$ cat config.mk
export PLATFORM = sky130hd
export DESIGN_NAME = pipe_stall_ctrl_flat
export DESIGN_NICKNAME = d
export VERILOG_FILES = /design/src/rtl/pipe_stall_ctrl_pkg.sv /design/src/rtl/pipe_stall_ctrl_if.sv /design/src/rtl/pipe_div_timer.sv /design/src/rtl/pipe_stall_ctrl.sv /design/src/flat_wrapper.sv
export SDC_FILE = /design/constraint.sdc
export NUM_CORES = 1
export LEC_CHECK = 0
export CAP_MARGIN = 10
export CORE_UTILIZATION = 38
export CTS_BUF_LIST = sky130_fd_sc_hd__clkbuf_2
export DETAILED_ROUTE_END_ITERATION = 7
export PLACE_DENSITY = 0.78
export SYNTH_ARGS = -nofsm -noshare
export SYNTH_HDL_FRONTEND = slang
export SYNTH_SLANG_ARGS = --single-unit
$ cat constraint.sdc
create_clock -name clk -period 3.4 [get_ports clk]
set_input_delay 0.34 -clock clk [delete_from_list [all_inputs] [get_ports clk]]
set_output_delay 0.34 -clock clk [all_outputs]
set_load 0.005 [all_outputs]
$ cat src/rtl/pipe_stall_ctrl_pkg.sv
// pipe_stall_ctrl_pkg: shared constants for the stall/flush controller.
// Stage indices of pause[], FSM encoding and the `RegWidth address width.
`ifndef PIPE_STALL_CTRL_PKG_DEFS
`define PIPE_STALL_CTRL_PKG_DEFS
`define RegWidth 32
`endif

package pipe_stall_ctrl_pkg;

    localparam int PAUSE_W   = 6;
    localparam int PAUSE_PC  = 0;
    localparam int PAUSE_IF  = 1;
    localparam int PAUSE_ID  = 2;
    localparam int PAUSE_EX  = 3;
    localparam int PAUSE_MEM = 4;
    localparam int PAUSE_WB  = 5;

    typedef enum logic {
        S_RUN   = 1'b0,
        S_REDIR = 1'b1
    } state_t;

    // Hold every stage from PC up to and including stage k.
    function automatic logic [PAUSE_W-1:0] stall_upto(input int k);
        logic [PAUSE_W-1:0] m;
        m = '0;
        for (int i = 0; i < PAUSE_W; i++) begin
            m[i] = (i <= k);
        end
        return m;
    endfunction

endpackage

$ cat src/rtl/pipe_stall_ctrl_if.sv
// pipe_stall_ctrl_if: exception commit inputs and the redirect handshake.
// master = controller (drives redirect_pc*), slave = pipeline/fetch side.
interface pipe_stall_ctrl_if;

    logic                 excp_valid;
    logic                 excp_is_ertn;
    logic [`RegWidth-1:0] excp_entry;
    logic [`RegWidth-1:0] csr_era;
    logic                 redirect_ack;
    logic                 redirect_pc_valid;
    logic [`RegWidth-1:0] redirect_pc;

    modport master (
        input  excp_valid,
        input  excp_is_ertn,
        input  excp_entry,
        input  csr_era,
        input  redirect_ack,
        output redirect_pc_valid,
        output redirect_pc
    );

    modport slave (
        output excp_valid,
        output excp_is_ertn,
        output excp_entry,
        output csr_era,
        output redirect_ack,
        input  redirect_pc_valid,
        input  redirect_pc
    );

endinterface

$ cat src/rtl/pipe_div_timer.sv
// pipe_div_timer: counts the EX stall cycles of a multi-cycle divide.
// Ports: clk, rst (async low), start/freeze/clear in; busy, done out.
module pipe_div_timer #(
    parameter int DIV_LATENCY = 17,
    parameter int CNT_W       = 6
) (
    input  logic clk,
    input  logic rst,
    input  logic start,
    input  logic freeze,
    input  logic clear,
    output logic busy,
    output logic done
);

    localparam logic [CNT_W-1:0] LOAD = CNT_W'(DIV_LATENCY - 1);
    localparam logic [CNT_W-1:0] ONE  = CNT_W'(1);

    logic [CNT_W-1:0] cnt;

    assign busy = (cnt != '0);

    // The start cycle itself is the first stall cycle, so loading
    // LATENCY-1 gives exactly LATENCY stall cycles before done.
    always_ff @(posedge clk or negedge rst) begin
        if (!rst) begin
            cnt  <= '0;
            done <= 1'b0;
        end else if (clear) begin
            cnt  <= '0;
            done <= 1'b0;
        end else begin
            done <= 1'b0;
            if (start) begin
                cnt <= LOAD;
            end else if (busy && !freeze) begin
                cnt  <= cnt - ONE;
                done <= (cnt == ONE);
            end
        end
    end

endmodule

$ cat src/rtl/pipe_stall_ctrl.sv
// pipe_stall_ctrl: merges stage stall requests into pause[5:0], times
// divides and runs the exception flush/redirect handshake.
// Ports: clk, rst (async low), *_stall_req, ex_div_start, redir (if),
// pause, flush, div_busy, div_done.
// Optional PIPE_PERF_CNT_EN adds perf_stall_cnt / perf_flush_cnt.
module pipe_stall_ctrl
    import pipe_stall_ctrl_pkg::*;
#(
    parameter int DIV_LATENCY = 17,
    parameter int CNT_W       = 6
) (
    input  logic               clk,
    input  logic               rst,
    input  logic               if_stall_req,
    input  logic               id_stall_req,
    input  logic               ex_stall_req,
    input  logic               mem_stall_req,
    input  logic               ex_div_start,
    pipe_stall_ctrl_if.master  redir,
    output logic [PAUSE_W-1:0] pause,
    output logic               flush,
    output logic               div_busy,
    output logic               div_done
`ifdef PIPE_PERF_CNT_EN
    ,
    output logic [31:0]        perf_stall_cnt,
    output logic [31:0]        perf_flush_cnt
`endif
);

    state_t               state;
    state_t               state_n;
    logic [PAUSE_W-1:0]   pause_c;
    logic                 flush_c;
    logic                 div_start;
    logic                 redir_load;
    logic                 redir_done;
    logic                 pc_valid;
    logic [`RegWidth-1:0] pc_q;
    logic [`RegWidth-1:0] pc_tgt;

    assign pc_tgt = redir.excp_is_ertn ? redir.csr_era : redir.excp_entry;

    always_comb begin
        state_n    = state;
        pause_c    = '0;
        flush_c    = 1'b0;
        div_start  = 1'b0;
        redir_load = 1'b0;
        redir_done = 1'b0;
        unique case (state)
            S_RUN: begin
                if (redir.excp_valid && !mem_stall_req) begin
                    flush_c    = 1'b1;
                    redir_load = 1'b1;
                    state_n    = S_REDIR;
                end else begin
                    // done blocks a restart while the source still holds start
                    div_start = ex_div_start && !div_busy && !div_done;
                    if (mem_stall_req) begin
                        pause_c = stall_upto(PAUSE_MEM);
                    end else if (ex_stall_req || div_start || div_busy) begin
                        pause_c = stall_upto(PAUSE_EX);
                    end else if (id_stall_req) begin
                        pause_c = stall_upto(PAUSE_ID);
                    end else if (if_stall_req) begin
                        pause_c = stall_upto(PAUSE_IF);
                    end
                end
            end
            S_REDIR: begin
                pause_c = stall_upto(PAUSE_PC);
                if (redir.redirect_ack) begin
                    redir_done = 1'b1;
                    state_n    = S_RUN;
                end
            end
        endcase
    end

    // Combinational outputs are masked so reset silences them at once.
    assign pause = rst ? pause_c : '0;
    assign flush = rst & flush_c;

    pipe_div_timer #(
        .DIV_LATENCY (DIV_LATENCY),
        .CNT_W       (CNT_W)
    ) u_div_timer (
        .clk    (clk),
        .rst    (rst),
        .start  (div_start),
        .freeze (mem_stall_req),
        .clear  (flush_c),
        .busy   (div_busy),
        .done   (div_done)
    );

    always_ff @(posedge clk or negedge rst) begin
        if (!rst) begin
            state <= S_RUN;
        end else begin
            state <= state_n;
        end
    end

    always_ff @(posedge clk or negedge rst) begin
        if (!rst) begin
            pc_valid <= 1'b0;
            pc_q     <= '0;
        end else if (redir_load) begin
            pc_valid <= 1'b1;
            pc_q     <= pc_tgt;
        end else if (redir_done) begin
            pc_valid <= 1'b0;
        end
    end

    assign redir.redirect_pc_valid = pc_valid;
    assign redir.redirect_pc       = pc_q;

`ifdef PIPE_PERF_CNT_EN
    always_ff @(posedge clk or negedge rst) begin
        if (!rst) begin
            perf_stall_cnt <= '0;
            perf_flush_cnt <= '0;
        end else begin
            if (pause[PAUSE_PC]) begin
                perf_stall_cnt <= perf_stall_cnt + 32'd1;
            end
            if (flush) begin
                perf_flush_cnt <= perf_flush_cnt + 32'd1;
            end
        end
    end
`endif

endmodule

$ cat src/flat_wrapper.sv
// flat-port wrapper written by rule: the top's interface ports become plain ports
module pipe_stall_ctrl_flat import pipe_stall_ctrl_pkg::*;
#(
    parameter int DIV_LATENCY = 17,
    parameter int CNT_W       = 6
)
  (clk, rst, if_stall_req, id_stall_req, ex_stall_req, mem_stall_req, ex_div_start, pause, flush, div_busy, div_done, redir_excp_valid, redir_excp_is_ertn, redir_excp_entry, redir_csr_era, redir_redirect_ack, redir_redirect_pc_valid, redir_redirect_pc);
  pipe_stall_ctrl_if redir_i ();
  input  logic clk;
  input  logic rst;
  input  logic if_stall_req;
  input  logic id_stall_req;
  input  logic ex_stall_req;
  input  logic mem_stall_req;
  input  logic ex_div_start;
  output logic [PAUSE_W-1:0] pause;
  output logic flush;
  output logic div_busy;
  output logic div_done;
  input wire logic [$bits(redir_i.excp_valid)-1:0] redir_excp_valid;
  input wire logic [$bits(redir_i.excp_is_ertn)-1:0] redir_excp_is_ertn;
  input wire logic [$bits(redir_i.excp_entry)-1:0] redir_excp_entry;
  input wire logic [$bits(redir_i.csr_era)-1:0] redir_csr_era;
  input wire logic [$bits(redir_i.redirect_ack)-1:0] redir_redirect_ack;
  output wire logic [$bits(redir_i.redirect_pc_valid)-1:0] redir_redirect_pc_valid;
  output wire logic [$bits(redir_i.redirect_pc)-1:0] redir_redirect_pc;
  assign redir_i.excp_valid = redir_excp_valid;
  assign redir_i.excp_is_ertn = redir_excp_is_ertn;
  assign redir_i.excp_entry = redir_excp_entry;
  assign redir_i.csr_era = redir_csr_era;
  assign redir_i.redirect_ack = redir_redirect_ack;
  assign redir_redirect_pc_valid = redir_i.redirect_pc_valid;
  assign redir_redirect_pc = redir_i.redirect_pc;
  pipe_stall_ctrl #(.DIV_LATENCY(DIV_LATENCY), .CNT_W(CNT_W)) u_core (.clk(clk), .rst(rst), .if_stall_req(if_stall_req), .id_stall_req(id_stall_req), .ex_stall_req(ex_stall_req), .mem_stall_req(mem_stall_req), .ex_div_start(ex_div_start), .redir(redir_i), .pause(pause), .flush(flush), .div_busy(div_busy), .div_done(div_done));
endmodule
# Word-level counts from Yosys, hierarchy flattened
# Cells that the tools add are included.
[word_totals]
regBits = 41
latchBits = 0
ram_bits = 0
rom_bits = 0
input_bits = 74
output_inout_bits = 42
word_cells = 45
mem_count = 0
[classes]
add_sub_neg = 1
mul = 0
n_div = 0
magnitude_cmp = 0
eq_ne = 1
shifts = 0
n_mux = 24
bitwise_logic = 2
n_reduce_logical = 12
[op_table]
columns = ["operator", "n"]
rows = [
  ["6-bit 2-to-1 mux", 8],
  ["32-bit 2-to-1 mux", 1],
  ["1-bit 2-to-1 mux", 12],
  ["6-bit case mux with 2 select lines", 1],
  ["6-bit by 1-bit == test with 1-bit output, second input constant", 1],
  ["6-bit nonzero test", 1],
  ["6-bit by 1-bit subtractor with 6-bit output, second input constant", 1],
  ["1-bit logical AND", 4],
  ["1-bit logical NOT", 3],
  ["3-bit nonzero test", 1],
  ["1-bit logical OR", 2],
  ["2-bit 2-to-1 mux", 1],
  ["1-bit case mux with 2 select lines", 1],
  ["2-bit nonzero test", 1],
  ["1-bit AND", 1],
  ["1-bit NOT", 1],
]

# Longest topological paths before layout
[depth]
depth_word = 11
ltp_mapped = 5
depth_no_buf = 5

# Hierarchy
# From an unflattened synthesis, not the netlist that was laid out.
[hier_totals]
cells_unflattened = 207
hier_area_um2 = 2068.2
[modules_own_cells]
columns = ["module", "instances", "cells_per_inst", "area_per_inst_um2", "seq_area_each_um2"]
rows = [
  ["pipe_stall_ctrl", 1, 163, 1655.3, 850.8],
  ["pipe_div_timer", 1, 44, 412.9, 175.2],
]

# Least setup slack after synthesis
# OpenSTA, ideal clock, no wires.
[synth_path]
kind = "register to output"
start = "register u_core.u_div_timer.cnt[3]"
end = "output port pause[0]"
arrival_ns = 1.407
required_ns = 3.060
setup_slack_ns = 1.653
stages_incl_launch_ff = 5
n_path_buf = 1
cell_sequence = "dfrtp_1 > or3_1 > buf_6 > nor4b_2 > a211oi_1"
[synth_between]
elab_chain_len = 11
[synth_rtl]
columns = ["item", "line_no", "text"]
rows = [
  ["from (decl)", "pipe_div_timer.sv:19", "logic [CNT_W-1:0] cnt;"],
  ["from (signal assigned)", "pipe_div_timer.sv:37", "cnt <= cnt - ONE;"],
  ["6-bit nonzero test (*)", "pipe_div_timer.sv:21", "assign busy = (cnt != '0);"],
  ["1-bit logical NOT", "pipe_stall_ctrl.sv:59", "div_start = ex_div_start && !div_busy && !div_done;"],
  ["1-bit logical AND (2 in a row)", "pipe_stall_ctrl.sv:59", ""],
  ["1-bit logical OR", "pipe_stall_ctrl.sv:62", "end else if (ex_stall_req || div_start || div_busy) begin"],
  ["1-bit logical OR (*)", "pipe_stall_ctrl.sv:62", ""],
  ["6-bit 2-to-1 mux (*)", "pipe_stall_ctrl.sv:62", ""],
  ["6-bit 2-to-1 mux (*)", "pipe_stall_ctrl.sv:60", "if (mem_stall_req) begin"],
  ["6-bit 2-to-1 mux (*)", "pipe_stall_ctrl.sv:53", "if (redir.excp_valid && !mem_stall_req) begin"],
  ["6-bit case mux with 2 select lines (*)", "pipe_stall_ctrl.sv:51", "unique case (state)"],
  ["6-bit 2-to-1 mux (*)", "pipe_stall_ctrl.sv:82", "assign pause = rst ? pause_c : '0;"],
  ["to (decl)", "flat_wrapper.sv:16", "output logic [PAUSE_W-1:0] pause;"],
]
# Every way passes the cells marked *; elsewhere a longest branch is shown, timed or not.

# Worst setup path in the final report
# Ends and elaborated chain as after synthesis.

==> flow_metrics.py <==
metrics = {
    "logic_synthesis": {
        "synth_ff_type": "dfrtp_1",
        "syn_inst": 212,
        "synth-edff-count": 0,
        "synth_async_sr_flop_share_pct": 100,
        "synth_warnings": 0,
        "yosysUniqueCellTypes": 36,
        "synth_seq_cells": 41,
        "ys_seq_area_share_pct": 48.4,
        "synth_fp_nets": 289,
        "synth_area_um2": 2120,
        "synth.avg_cell_area_um2": 9.99,
    },
    "clock_tree": {
        "post_cts_buffers": 0,
        "clk_path_buf_depth": 2,
        "clk_pin_slew_ps": 200,
        "cts_root_buf": "clkbuf_2",
        "cts_tree": "built",
        "cts_hold_buf": 1,
        "h-tree-depth": 2,
        "clk_latency_ps": 390,
        "cts_resized": 0,
        "numCtsBuffers": 5,
        "clkSinkCount": 41,
    },
    "worst_setup_path": {
        "slowest_stage": "or3_1",
        "crit_path_cell_trace": "or3_1, nor4b_2, a211oi_1, clkdlybuf4s50_1",
        "max_stage_delay_ps": 520,
        "crit_family": "simple AND/OR/NAND/NOR gates",
        "crit_required_ps": 3060,
        "cp.buffers_inverters": 1,
        "startpoint_type": "register",
        "crit_type": "register to output pin",
        "critPathArrivalTime_ps": 2470,
        "cp_max_fo": 6,
        "critical_path.endpoint_type": "output pin",
    },
    "floorplanning": {
        "dieWidth_um": 76.7,
        "initial_core_util_pct": 40.4,
        "core_area_um2": 5240,
        "die-area_um2": 5880,
        "die_h_um": 76.7,
        "rows": 26,
        "ios": 116,
    },
    "sta": {
        "final_hold_viol_count": 0,
        "fin_crit_sh_pct": 82.6,
        "fin_hold_ws_ps": 459,
        "max_slew.worst_pin.slew_ps": 914,
        "clock-skew-final_ps": 21.3,
        "fmaxAchievable_ghz": 0.356,
        "final.min_clock_period_ps": 2810,
        "slew_headroom_pct": 39.0,
        "rsz0062_at_grt": "no",
        "setup_violations": 0,
        "tns_ps": 0,
        "final_max_slew_viol_count": 0,
    },
    "route": {
        "routed.top_layer": "met4",
        "routed_wl_um": 5250,
        "wl_met1_um": 2090,
        "vias": 1954,
        "drt-initial-drc-count": 74,
        "drc_errors": 0,
        "dr_wl_met2_um": 2640,
        "first_pass_iters": 4,
        "viasPerCell": 4.98,
        "final_antenna_net_count": 0,
        "dr_wl_met3_um": 419,
        "wl_per_cell_um": 13.4,
    },
    "final_layout": {
        "area_growth_pct": 57.2,
        "drive_gt1_share_pct": 4.97,
        "diodes": 0,
        "mostFrequentLayoutCells": "112 x clkdlybuf4s50_1, 41 x dfrtp_1, 38 x nor2_1, 36 x a21oi_1, 32 x mux2i_1",
        "layout_commonest_cell": "clkdlybuf4s50_1",
        "finalNetCount": 399,
    },
    "placed_design": {
        "io_buffers": 114,
        "place_congestion": 0.760,
        "hpwlAfterDp_um": 3950,
    },
    "grt": {
        "grt_pass1_wl_um": 8650,
        "grtUsageTotal_pct": 18.6,
        "grt.overflow.total": 0,
        "grt_pass1_vias": 1962,
        "grt_max_degree": 69,
        "grt_antenna_before_repair": 0,
    },
    "power_and_ir_drop": {
        "ir_drop_uv": 222,
        "leakage_nw": 1.43,
        "power_mw": 1.54,
        "powerDensity_nw_per_um2": 462,
    },
    "min_path": {
        "hp-class": "input pin to async pin",
    },
    "outcome": {
        "outcome": "completed",
    },
    "job": {
        "drv_cap": 0,
    },
}
## through the flow
| stage | cell area (µm²) | setup WS (ps) | instances | util, % |
|---|---|---|---|---|
| after floorplan | 2120 | 1650 | 212 | - |
| after global placement | 3290 | 956 | 384 | 62.7 |
| after detailed placement | 3290 | 934 | 384 | 62.7 |
| after CTS | 3330 | 569 | 392 | 63.6 |
| after global routing | 3330 | 423 | 392 | 63.6 |
| final | 3330 | 592 | 392 | 63.6 |
## power by group
part	switching [mW]	internal [mW]	leakage [nW]
clock network	0.144	0.0480	0.0265
registers	0.0763	0.600	0.466
logic	0.291	0.379	0.934
## sequential cells by signal, summed over array words and instances (netlist names)
| register | count |
|---|---|
| u_core.u_div_timer.done | 1 |
| u_core.state | 1 |
| u_core.u_div_timer.cnt | 6 |
| u_core.redir.redirect_pc | 32 |
| u_core.redir.redirect_pc_valid | 1 |
## logic make-up (layout without fill, tap and decap cells)
family	Yosys count	count (layout)	share of synthesized area (%)
AO/OA/AOI/OAI	53	53	16.1
flip-flops	41	41	48.4
AND/OR/NAND/NOR	60	60	13.6
multiplexers	32	32	15.1
other	1	1	0.177
buffers and inverters	22	132	4.78
adder cells (fa/ha/maj)	3	3	1.77
## layout make-up
| cell class | instances | area (µm²) |
|---|---|---|
| clock buffer | 6 | 30.0 |
| clock inverter | 1 | 3.75 |
| timing repair buffer | 117 | 1160 |
| inverter | 8 | 30.0 |
| sequential | 41 | 1030 |
| multi-input combinational | 149 | 996 |
| tap | 70 | 87.6 |
| fill | 463 | 1910 |
## path summary, 6_finish.rpt
kind	depth (start not counted)	slack, ps	startpoint	end
worst max-delay path	4	590	u_core.u_div_timer.cnt[3]	pause[0]
worst min-delay path	2	460	rst	u_core.redir.redirect_pc[13]
worst max register to register	3	1590	u_core.u_div_timer.cnt[3]	u_core.u_div_timer.cnt[2]
worst min register to register	1	550	u_core.state	u_core.redir.redirect_pc_valid
max in group asynchronous	3	2270	rst	u_core.redir.redirect_pc[27]
min in group clk	2	510	redir_redirect_ack	u_core.redir.redirect_pc_valid
## per-layer routing
| metal | track usage [%] | vias up |
|---|---|---|
| met4 | 6.54 | 0 |
| met2 | 33.4 | 83 |
| met5 | 0 | - |
| met3 | 6.07 | 7 |
| li1 | - | 961 |
| met1 | 20.2 | 903 |
## Yosys cell counts, types with 2 or more instances
cell      instances  share of area (%)
a211oi_1          3                1.1
a21o_1            2               0.71
a21oi_1          36                8.5
a221oi_1          2               0.83
a22oi_1           2               0.71
and3_1            2               0.59
buf_2             6                1.4
clkbuf_1          6                1.1
dfrtp_1          41                 48
ha_1              3                1.8
inv_1             7                1.2
mux2i_1          32                 15
nand2_1           3               0.53
nand2b_1          3               0.89
nor2_1           38                6.7
nor2b_1           2               0.59
nor3_1            4               0.95
o21ai_0           2               0.47
Note: power is estimated with default switching activity, not from simulation.
